===== src/rtl/snake_pkg.sv =====
// Shared types, direction codes and default geometry for the snake sequencer.
// Coordinates are 10-bit unsigned; a segment packs x in [19:10] and y in [9:0].
package snake_pkg;

  localparam int SEG_W     = 20;
  localparam int COORD_W   = 10;
  localparam int NSEG_DEF  = 5;
  localparam int STEP_DEF  = 16;
  localparam int X_MAX_DEF = 608;
  localparam int Y_MAX_DEF = 448;
  localparam int X0_DEF    = 304;
  localparam int Y0_DEF    = 224;

  typedef logic [COORD_W-1:0] coordT;
  typedef logic [SEG_W-1:0]   segT;

  typedef enum logic [2:0] {
    S_IDLE   = 3'd0,
    S_READY  = 3'd1,
    S_MOVE   = 3'd2,
    S_CHECK  = 3'd3,
    S_COMMIT = 3'd4,
    S_OVER   = 3'd5
  } stateT;

  typedef enum logic [1:0] {
    DIR_UP    = 2'd0,
    DIR_RIGHT = 2'd1,
    DIR_DOWN  = 2'd2,
    DIR_LEFT  = 2'd3
  } dirT;

  // Opposite directions differ only in bit 1 of the encoding.
  function automatic logic isReverse(input dirT a, input dirT b);
    return (a ^ b) == 2'd2;
  endfunction

  function automatic segT packSeg(input coordT x, input coordT y);
    return {x, y};
  endfunction

  function automatic segT stepHead(input segT h, input dirT d, input coordT step);
    coordT x;
    coordT y;
    x = h[SEG_W-1:COORD_W];
    y = h[COORD_W-1:0];
    case (d)
      DIR_UP:    y = y - step;
      DIR_RIGHT: x = x + step;
      DIR_DOWN:  y = y + step;
      default:   x = x - step;
    endcase
    return {x, y};
  endfunction

endpackage


===== src/rtl/seg_compare.sv =====
// Combinational collision test of a candidate head against one body segment
// and against the four walls of the playfield.
module seg_compare
  import snake_pkg::*;
#(
  parameter int X_MAX = X_MAX_DEF,
  parameter int Y_MAX = Y_MAX_DEF
) (
  input  logic [SEG_W-1:0] candidate,
  input  logic [SEG_W-1:0] segment,
  output logic             segHit,
  output logic             wallHit
);

  coordT candX;
  coordT candY;

  assign candX  = candidate[SEG_W-1:COORD_W];
  assign candY  = candidate[COORD_W-1:0];
  assign segHit = (candidate == segment);

  assign wallHit = (candX == '0) || (candX >= coordT'(X_MAX)) ||
                   (candY == '0) || (candY >= coordT'(Y_MAX));

endmodule


===== src/rtl/snake_sequencer.sv =====
// Snake game move sequencer: turns a tick into a checked one-step move,
// scanning the body one segment per cycle before committing the new head.
module snake_sequencer
  import snake_pkg::*;
#(
  parameter int NSEG  = NSEG_DEF,
  parameter int STEP  = STEP_DEF,
  parameter int X_MAX = X_MAX_DEF,
  parameter int Y_MAX = Y_MAX_DEF,
  parameter int X0    = X0_DEF,
  parameter int Y0    = Y0_DEF
) (
  input  logic                  clk,
  input  logic                  rst_n,
  input  logic                  start,
  input  logic                  tick,
  input  logic [1:0]            dir,
  input  logic                  obEnd,
  output logic [SEG_W-1:0]      head,
  output logic [SEG_W*NSEG-1:0] body,
  output logic                  busy,
  output logic                  moved,
  output logic                  isOver
);

  localparam int IDX_W = (NSEG > 2) ? $clog2(NSEG) : 1;
  localparam logic [IDX_W-1:0] LAST_IDX = IDX_W'(NSEG - 2);

  function automatic logic [SEG_W*NSEG-1:0] startBody();
    logic [SEG_W*NSEG-1:0] b;
    b = '0;
    for (int k = 0; k < NSEG; k++) begin
      b[k*SEG_W +: SEG_W] = packSeg(coordT'(X0 - STEP * (k + 1)), coordT'(Y0));
    end
    return b;
  endfunction

  localparam segT                   START_HEAD = {coordT'(X0), coordT'(Y0)};
  localparam logic [SEG_W*NSEG-1:0] START_BODY = startBody();

  stateT           state;
  dirT             curDir;
  segT             nextHead;
  logic [IDX_W-1:0] segIdx;

  segT  curSeg;
  logic segHit;
  logic wallHit;
  logic hit;

  assign curSeg = body[segIdx*SEG_W +: SEG_W];

  seg_compare #(
    .X_MAX(X_MAX),
    .Y_MAX(Y_MAX)
  ) uCompare (
    .candidate(nextHead),
    .segment  (curSeg),
    .segHit   (segHit),
    .wallHit  (wallHit)
  );

  // Walls and the obstacle input only matter on the first compare cycle.
  assign hit = segHit || ((segIdx == '0) && (wallHit || obEnd));

  // Tail segment is never compared: it vacates on the same commit.
  always_ff @(posedge clk or negedge rst_n) begin
    if (!rst_n) begin
      state    <= S_IDLE;
      curDir   <= DIR_RIGHT;
      head     <= '0;
      body     <= '0;
      nextHead <= '0;
      segIdx   <= '0;
      busy     <= 1'b0;
      moved    <= 1'b0;
      isOver   <= 1'b0;
    end else begin
      moved <= 1'b0;
      if (start) begin
        state  <= S_READY;
        head   <= START_HEAD;
        body   <= START_BODY;
        curDir <= DIR_RIGHT;
        segIdx <= '0;
        busy   <= 1'b0;
        isOver <= 1'b0;
      end else begin
        case (state)
          S_IDLE: ;
          S_READY: begin
            if (tick) begin
              if (!isReverse(dirT'(dir), curDir)) curDir <= dirT'(dir);
              state <= S_MOVE;
              busy  <= 1'b1;
            end
          end
          S_MOVE: begin
            nextHead <= stepHead(head, curDir, coordT'(STEP));
            segIdx   <= '0;
            state    <= S_CHECK;
          end
          S_CHECK: begin
            if (hit) begin
              state  <= S_OVER;
              isOver <= 1'b1;
              busy   <= 1'b0;
            end else if (segIdx == LAST_IDX) begin
              state <= S_COMMIT;
            end else begin
              segIdx <= segIdx + 1'b1;
            end
          end
          S_COMMIT: begin
            body  <= {body[SEG_W*(NSEG-1)-1:0], head};
            head  <= nextHead;
            moved <= 1'b1;
            busy  <= 1'b0;
            state <= S_READY;
          end
          S_OVER: ;
          default: begin
            state <= S_IDLE;
            busy  <= 1'b0;
          end
        endcase
      end
    end
  end

endmodule


===== config.mk =====
export PLATFORM = sky130hd
export DESIGN_NAME = snake_sequencer
export DESIGN_NICKNAME = d
export VERILOG_FILES = /design/src/rtl/snake_pkg.sv /design/src/rtl/seg_compare.sv /design/src/rtl/snake_sequencer.sv
export SDC_FILE = /design/constraint.sdc
export NUM_CORES = 1
export LEC_CHECK = 0
export CAP_MARGIN = 10
export CORE_AREA = 4 4 121 123
export DETAILED_ROUTE_END_ITERATION = 6
export DIE_AREA = 0 0 125 127
export GPL_TIMING_DRIVEN = 0
export PLACE_DENSITY = 0.84
export SLEW_MARGIN = 30
export SYNTH_ARGS = -nofsm -noshare
export SYNTH_HDL_FRONTEND = slang
export SYNTH_SLANG_ARGS = --single-unit

===== constraint.sdc =====
create_clock -name clk -period 6.7 [get_ports clk]
set_input_delay 0.67 -clock clk [delete_from_list [all_inputs] [get_ports clk]]
set_output_delay 0.67 -clock clk [all_outputs]
set_load 0.01 [all_outputs]

# ---- After elaboration in Yosys (flattened, before gate mapping)
# Cells that the tools add are included.
dict set report op_classes {
  n_mux 28
  bitwise_logic 2
  addsub 5
  order_cmp 2
  reduce_logical 26
  mul 1
  n_eq_ne 18
  shifts 1
}
# op n
set ops {}
lappend ops {{100-bit 2-to-1 mux} 2}
lappend ops {{100-bit by 9-bit variable part select with 20-bit output} 1}
lappend ops {{20-bit 2-to-1 mux} 2}
lappend ops {{10-bit one-hot mux with 2 select lines} 2}
lappend ops {{3-bit 2-to-1 mux} 7}
lappend ops {{10-bit by 5-bit adder with 10-bit output, second input constant} 2}
lappend ops {{20-bit == test} 1}
lappend ops {{10-bit zero test} 2}
lappend ops {{10-bit by 5-bit subtractor with 10-bit output, second input constant} 2}
lappend ops {{3-bit one-hot mux with 5 select lines} 1}
lappend ops {{3-bit != test, second input constant} 4}
lappend ops {{3-bit AND reduction} 4}
lappend ops {{10-bit greater-or-equal comparator, second input constant} 1}
lappend ops {{10-bit by 9-bit greater-or-equal comparator with 1-bit output, second input constant} 1}
lappend ops {{2-bit nonzero test} 5}
lappend ops {{3-bit by 2-bit == test with 1-bit output, second input constant} 3}
lappend ops {{1-bit 2-to-1 mux} 8}
lappend ops {{2-bit 2-to-1 mux} 4}
lappend ops {{3-bit == test, second input constant} 2}
lappend ops {{3-bit zero test} 2}
lappend ops {{3-bit by 3-bit multiplier with 6-bit output, second input constant} 1}
lappend ops {{3-bit one-hot mux with 2 select lines} 1}
lappend ops {{1-bit logical OR} 5}
lappend ops {{2-bit == test, second input constant} 2}
lappend ops {{15 further kinds} 18}
dict set report totals {
  register_bits 151
  output_inout_bits 123
  input_bits 7
}

# ---- Depth between registers and ports, before layout
dict set report logic_depth {
  word_depth 10
  ltp_mapped 13
  mapped_depth_nobuf 10
}

# ---- Hierarchy
# Synthesis repeated with hierarchy kept, for this count alone.
dict set report unflattened {
  hier_cells 625
  hier_area_um2 7136.8
}
# module area_per_inst_um2 cells_per_inst instances
set modules_own_cells {}
lappend modules_own_cells {snake_sequencer 6849.1 586 1}
lappend modules_own_cells {seg_compare 287.8 39 1}

# ---- Worst setup path after synthesis
# No wires, ideal clock.
dict set report synth_timing {
  kind {reg2reg}
  startpoint {register curDir[0]}
  endpoint {register nextHead[19]}
  path_slack_ps 3798
  required_ps 6623
  n_path_buf 2
  arrival_ps 2825
  stages_incl_launch_ff 13
  setup_ps 77
  path_cell_list {dfstp_2 > clkbuf_1 > clkbuf_1 > nand2b_1 > ha_1 > a21o_1 > a21o_1 > a21o_1 > a21oi_1 > xnor2_1 > nand2_1 > xor2_1 > a21oi_1}
}
dict set report synth_via {
  elab_chain_cells 3
  word_cells_on_any_way 5
  cone_classes {eq/ne (2); mux (1); reduce/logical (2)}
}
# item line
set synth_lines {}
lappend synth_lines {{from (decl)} snake_sequencer.sv:42} ;# dirT curDir;
lappend synth_lines {{from (signal assigned)} snake_sequencer.sv:93} ;# if (!isReverse(dirT'(dir), curDir)) curDir <= dirT'(dir);
lappend synth_lines {{2-bit == test / 2-bit zero test (equally long branches)} snake_pkg.sv:47} ;# case (d)
lappend synth_lines {{2-bit OR reduction (no source line)} n/a}
lappend synth_lines {{10-bit one-hot mux with 2 select lines (*)} snake_pkg.sv:47}
lappend synth_lines {{to (signal assigned)} snake_sequencer.sv:99} ;# nextHead <= stepHead(head, curDir, coordT'(STEP));
lappend synth_lines {{to (decl)} snake_sequencer.sv:43} ;# segT nextHead;
# Every way passes the cells marked *; elsewhere a longest branch is shown, timed or not.
# A chain may end at the register's enable or synchronous reset.

# ---- Final worst setup path
dict set report layout_timing {
  startpoint {register segIdx[2]}
  endpoint {register segIdx[1]}
}
dict set report layout_via {
  elab_chain_cells 6
  word_cells_on_any_way 10
  cone_classes {mul (1); eq/ne (4); shift (1); reduce/logical (4)}
}
# item line
set layout_lines {}
lappend layout_lines {{from (decl)} snake_sequencer.sv:44} ;# logic [IDX_W-1:0] segIdx;
lappend layout_lines {{from (signal assigned)} snake_sequencer.sv:111} ;# segIdx <= segIdx + 1'b1;
lappend layout_lines {{3-bit by 3-bit multiplier with 6-bit output} snake_sequencer.sv:51} ;# assign curSeg = body[segIdx*SEG_W +: SEG_W];
lappend layout_lines {{100-bit by 9-bit variable part select with 20-bit output} snake_sequencer.sv:51}
lappend layout_lines {{20-bit == test} seg_compare.sv:20} ;# assign segHit = (candidate == segment);
lappend layout_lines {{1-bit logical OR} snake_sequencer.sv:64} ;# assign hit = segHit || ((segIdx == '0) && (wallHit || obEnd));
lappend layout_lines {{3-bit != test (no source line)} n/a}
lappend layout_lines {{3-bit AND reduction (no source line) (*)} n/a}
# Marked as above.

==> flow_summary_export.csv <==
group,metric,value,unit
synthesis,yosysSeqAreaShare,49.21,%
timing,setup_viol,0,
synthesis,yosys_warnings,0,
grt,grt_first_pass_wirelength,40050,um
clock_tree,cts-root-buf,"clkbuf_16",
synthesis,synthArstFlopShare,100.0,%
job,maxCapViolations,0,
clock_tree,post_cts_buffers,0,
pwr,total_power,2.874,mW
grt,grt_pass1_vias,6895,
timing,min_period,3802,ps
clock_tree,post_cts_resized,0,
synthesis,synth_cell_types,62,
clock_tree,cts_made_buffers,17,
pwr,leakage,4.109,nW
critical_path,cp.required,7050,ps
critical_path,critPathMaxStageDelay,610,ps
synthesis,synth_area_leaders,"dfrtp_1, a22o_1, mux2i_1",
critical_path,arrival,4150,ps
critical_path,path_cells,"buf_2 -> buf_2 -> buf_1 -> a222oi_1 -> a2111oi_0 -> nand4_1 -> nor4_1 -> a32oi_2 -> a2111o_1 -> o211ai_2",
critical_path,critical_path_class,"reg2reg",
synthesis,post_synth.cell_area_avg,11.21,sq um
timing,hold_viol,0,
synthesis,synth_top_cell_by_area,"dfrtp_1",
timing,fin_crit_sh,56.75,%
placed_design,gp_congestion,0.9725,
pwr,peakVddDrop,160.4,uV
grt,gr-total-overflow,0,
clock_tree,htree_levels,4,
route,drt_iter0_drc,796,
layout,diodes,0,
die,pin_count,130,
layout,layout_commonest_cell,"dfrtp_1",
layout,layout_common_cells,"dfrtp_1, clkdlybuf4s50_1, a22o_1",
critical_path,cpMaxStageDelayCell,"a2111oi_0",
die,initial_utilization,56.21,%
clock_tree,cts_tree,"built",
hold_path,hold_class,"in2async",
clock_tree,cts_buffer_depth,2,
critical_path,critical_path.top_delay_family,"compound AO/OA/AOI/OAI gates",
clock_tree,cts_hold_buf,0,
synthesis,synth_cells,685,
pwr,p_int,1.939,mW
timing,rsz0062_at_grt,"false",
grt,antenna_found_initial,0,
route,wl_per_cell,25.16,um
synthesis,synth_seq_cells,151,
layout,drive_gt1_share,9.467,%
route,drcViolationCount,0,
clock_tree,path_clk_slew,60,ps
critical_path,cp-end-kind,"flip-flop",
clock_tree,clk_latency,430,ps
placed_design,io_buffers,128,
route,drtPass1Iterations,6,
pwr,switching_share,32.52,%
grt,grt_max_degree,93,
synthesis,synth_top_area_share,48.87,%
critical_path,cp-start-kind,"flip-flop",
critical_path,critPathMaxFanout,10,
placed_design,hpwlAfterDp,17840,um
synthesis,synth_edf_count,0,
timing,holdWs,262.4,ps
die,rows,43,
pwr,pwr-share-seq,35.8,%
grt,grt_use_total,32.65,%
outcome,status,"finished clean",
route,viasPerCell,6.607,
pwr,power.switching,0.9344,mW
layout,finalNetCount,854,
synthesis,ys.flop_type,"dfrtp_1",
pwr,p_comb_share,28.7,%
layout,area_delta_synth_final,28.56,%
die,die-height,127,um
layout,fill_cells,960,
timing,max_freq,0.2630,GHz
route,routed_wl,25790,um
die,placeableCoreArea,13670,sq um
clock_tree,clock-sinks,151,
placed_design,placed_area,9248,sq um
timing,relSlewSlack,40.19,%
timing,finalMaxSlewViolations,0,
die,die_width,125,um
route,vias,6772,
timing,tightest_slew,897.1,ps
synthesis,synth_area,7681,sq um
route,drtAntennaViolNets,0,
critical_path,crit_top_cell,"buf_2",
pwr,pwr-share-clk,35.4,%
timing,skew,7.951,ps
pwr,power_density,291.0,nW/um^2
critical_path,crit_buf_inv,3,
die,die_area,15880,sq um
layout,final_area,9874,sq um
synthesis,syn_nets,705,
cell type report:
| class | instances | area [sq um] | share of cell area [%] |
|---|---|---|---|
| Buffer | 64 | 301.5 | 3.054 |
| Clock buffer | 24 | 511.7 | 5.182 |
| Clock inverter | 6 | 113.9 | 1.153 |
| Inverter | 10 | 37.54 | 0.3801 |
| Multi-Input combinational cell | 460 | 3563 | 36.09 |
| Sequential cell | 151 | 3780 | 38.28 |
| Tap cell | 180 | 225.2 | 2.281 |
| Timing Repair Buffer | 130 | 1341 | 13.58 |
cell usage after synthesis, drive strengths merged (3+ instances only):
| master | n |
|---|---|
| inv | 8 |
| clkbuf | 39 |
| mux2 | 20 |
| xnor2 | 29 |
| buf | 25 |
| a21o | 9 |
| nand2 | 34 |
| dfrtp | 150 |
| nor3 | 11 |
| mux2i | 41 |
| ha | 11 |
| and3 | 4 |
| o21ai | 17 |
| a221oi | 3 |
| nor2 | 36 |
| a31oi | 5 |
| a22o | 86 |
| nor4 | 5 |
| o22a | 33 |
| xor2 | 21 |
| a211oi | 6 |
| a21oi | 25 |
| a22oi | 8 |
| nand3 | 5 |
| nand2b | 8 |
| o211ai | 3 |
| nor3b | 8 |
per-layer routing:
layer,track usage [%],wire [um],vias up
met5,0,0,-
met4,15.18,1192,0
met3,8.403,2655,91
met2,51.50,11970,470
met1,42.77,9970,3359
li1,-,-,2852
worst paths after layout:
path,start,endpoint,slack (ps),cells after the start
hold reg to reg,isOver,isOver,500,1
hold / removal,rst_n,body[88],260,2
max in group asynchronous,rst_n,nextHead[0],5780,3
setup / recovery,segIdx[2],segIdx[1],2900,10
min in group clk,isOver,isOver,500,1
setup reg to reg,segIdx[2],segIdx[1],2900,10
power groups by stage:
| stage | sequential [mW] | clock (mW) | combinational (mW) |
|---|---|---|---|
| 3_5_place_dp | 1.04 | 0 | 0.803 |
| 2_1_floorplan | 1.03 | 0 | 0.555 |
| 5_1_grt | 1.03 | 1.06 | 0.884 |
| 3_3_place_gp | 1.04 | 0 | 0.777 |
| 4_1_cts | 1.03 | 1.02 | 0.810 |
| 6_report | 1.03 | 1.02 | 0.826 |
sequential cells by signal (all words and copies together) (netlist names):
signal / flops
body: 100
busy: 1
curDir: 2
head: 20
isOver: 1
moved: 1
nextHead: 20
segIdx: 3
state: 3
metrics by stage:
stage / setup TNS (ps) / std cells / util, % / setup WS (ps)
floorplan: 0 / 685 / - / 3798
global placement: -116760 / 993 / 67.23 / -791.1
detailed placement: 0 / 995 / 67.67 / 3058
CTS: 0 / 1025 / 72.25 / 3033
global route: 0 / 1025 / 72.26 / 2729
finish: 0 / 1025 / 72.26 / 2898
kinds of logic after synthesis:
family          Yosys count  share of synthesized area, %
compound gates          215                         22.10
xor+xnor                 50                         5.701
fa+ha+maj                13                         2.313
buf+inv                  74                         4.414
flops                   151                         49.21
mux                      62                         8.731
simple gates            120                         7.526
(Power assumes the default switching activity.)
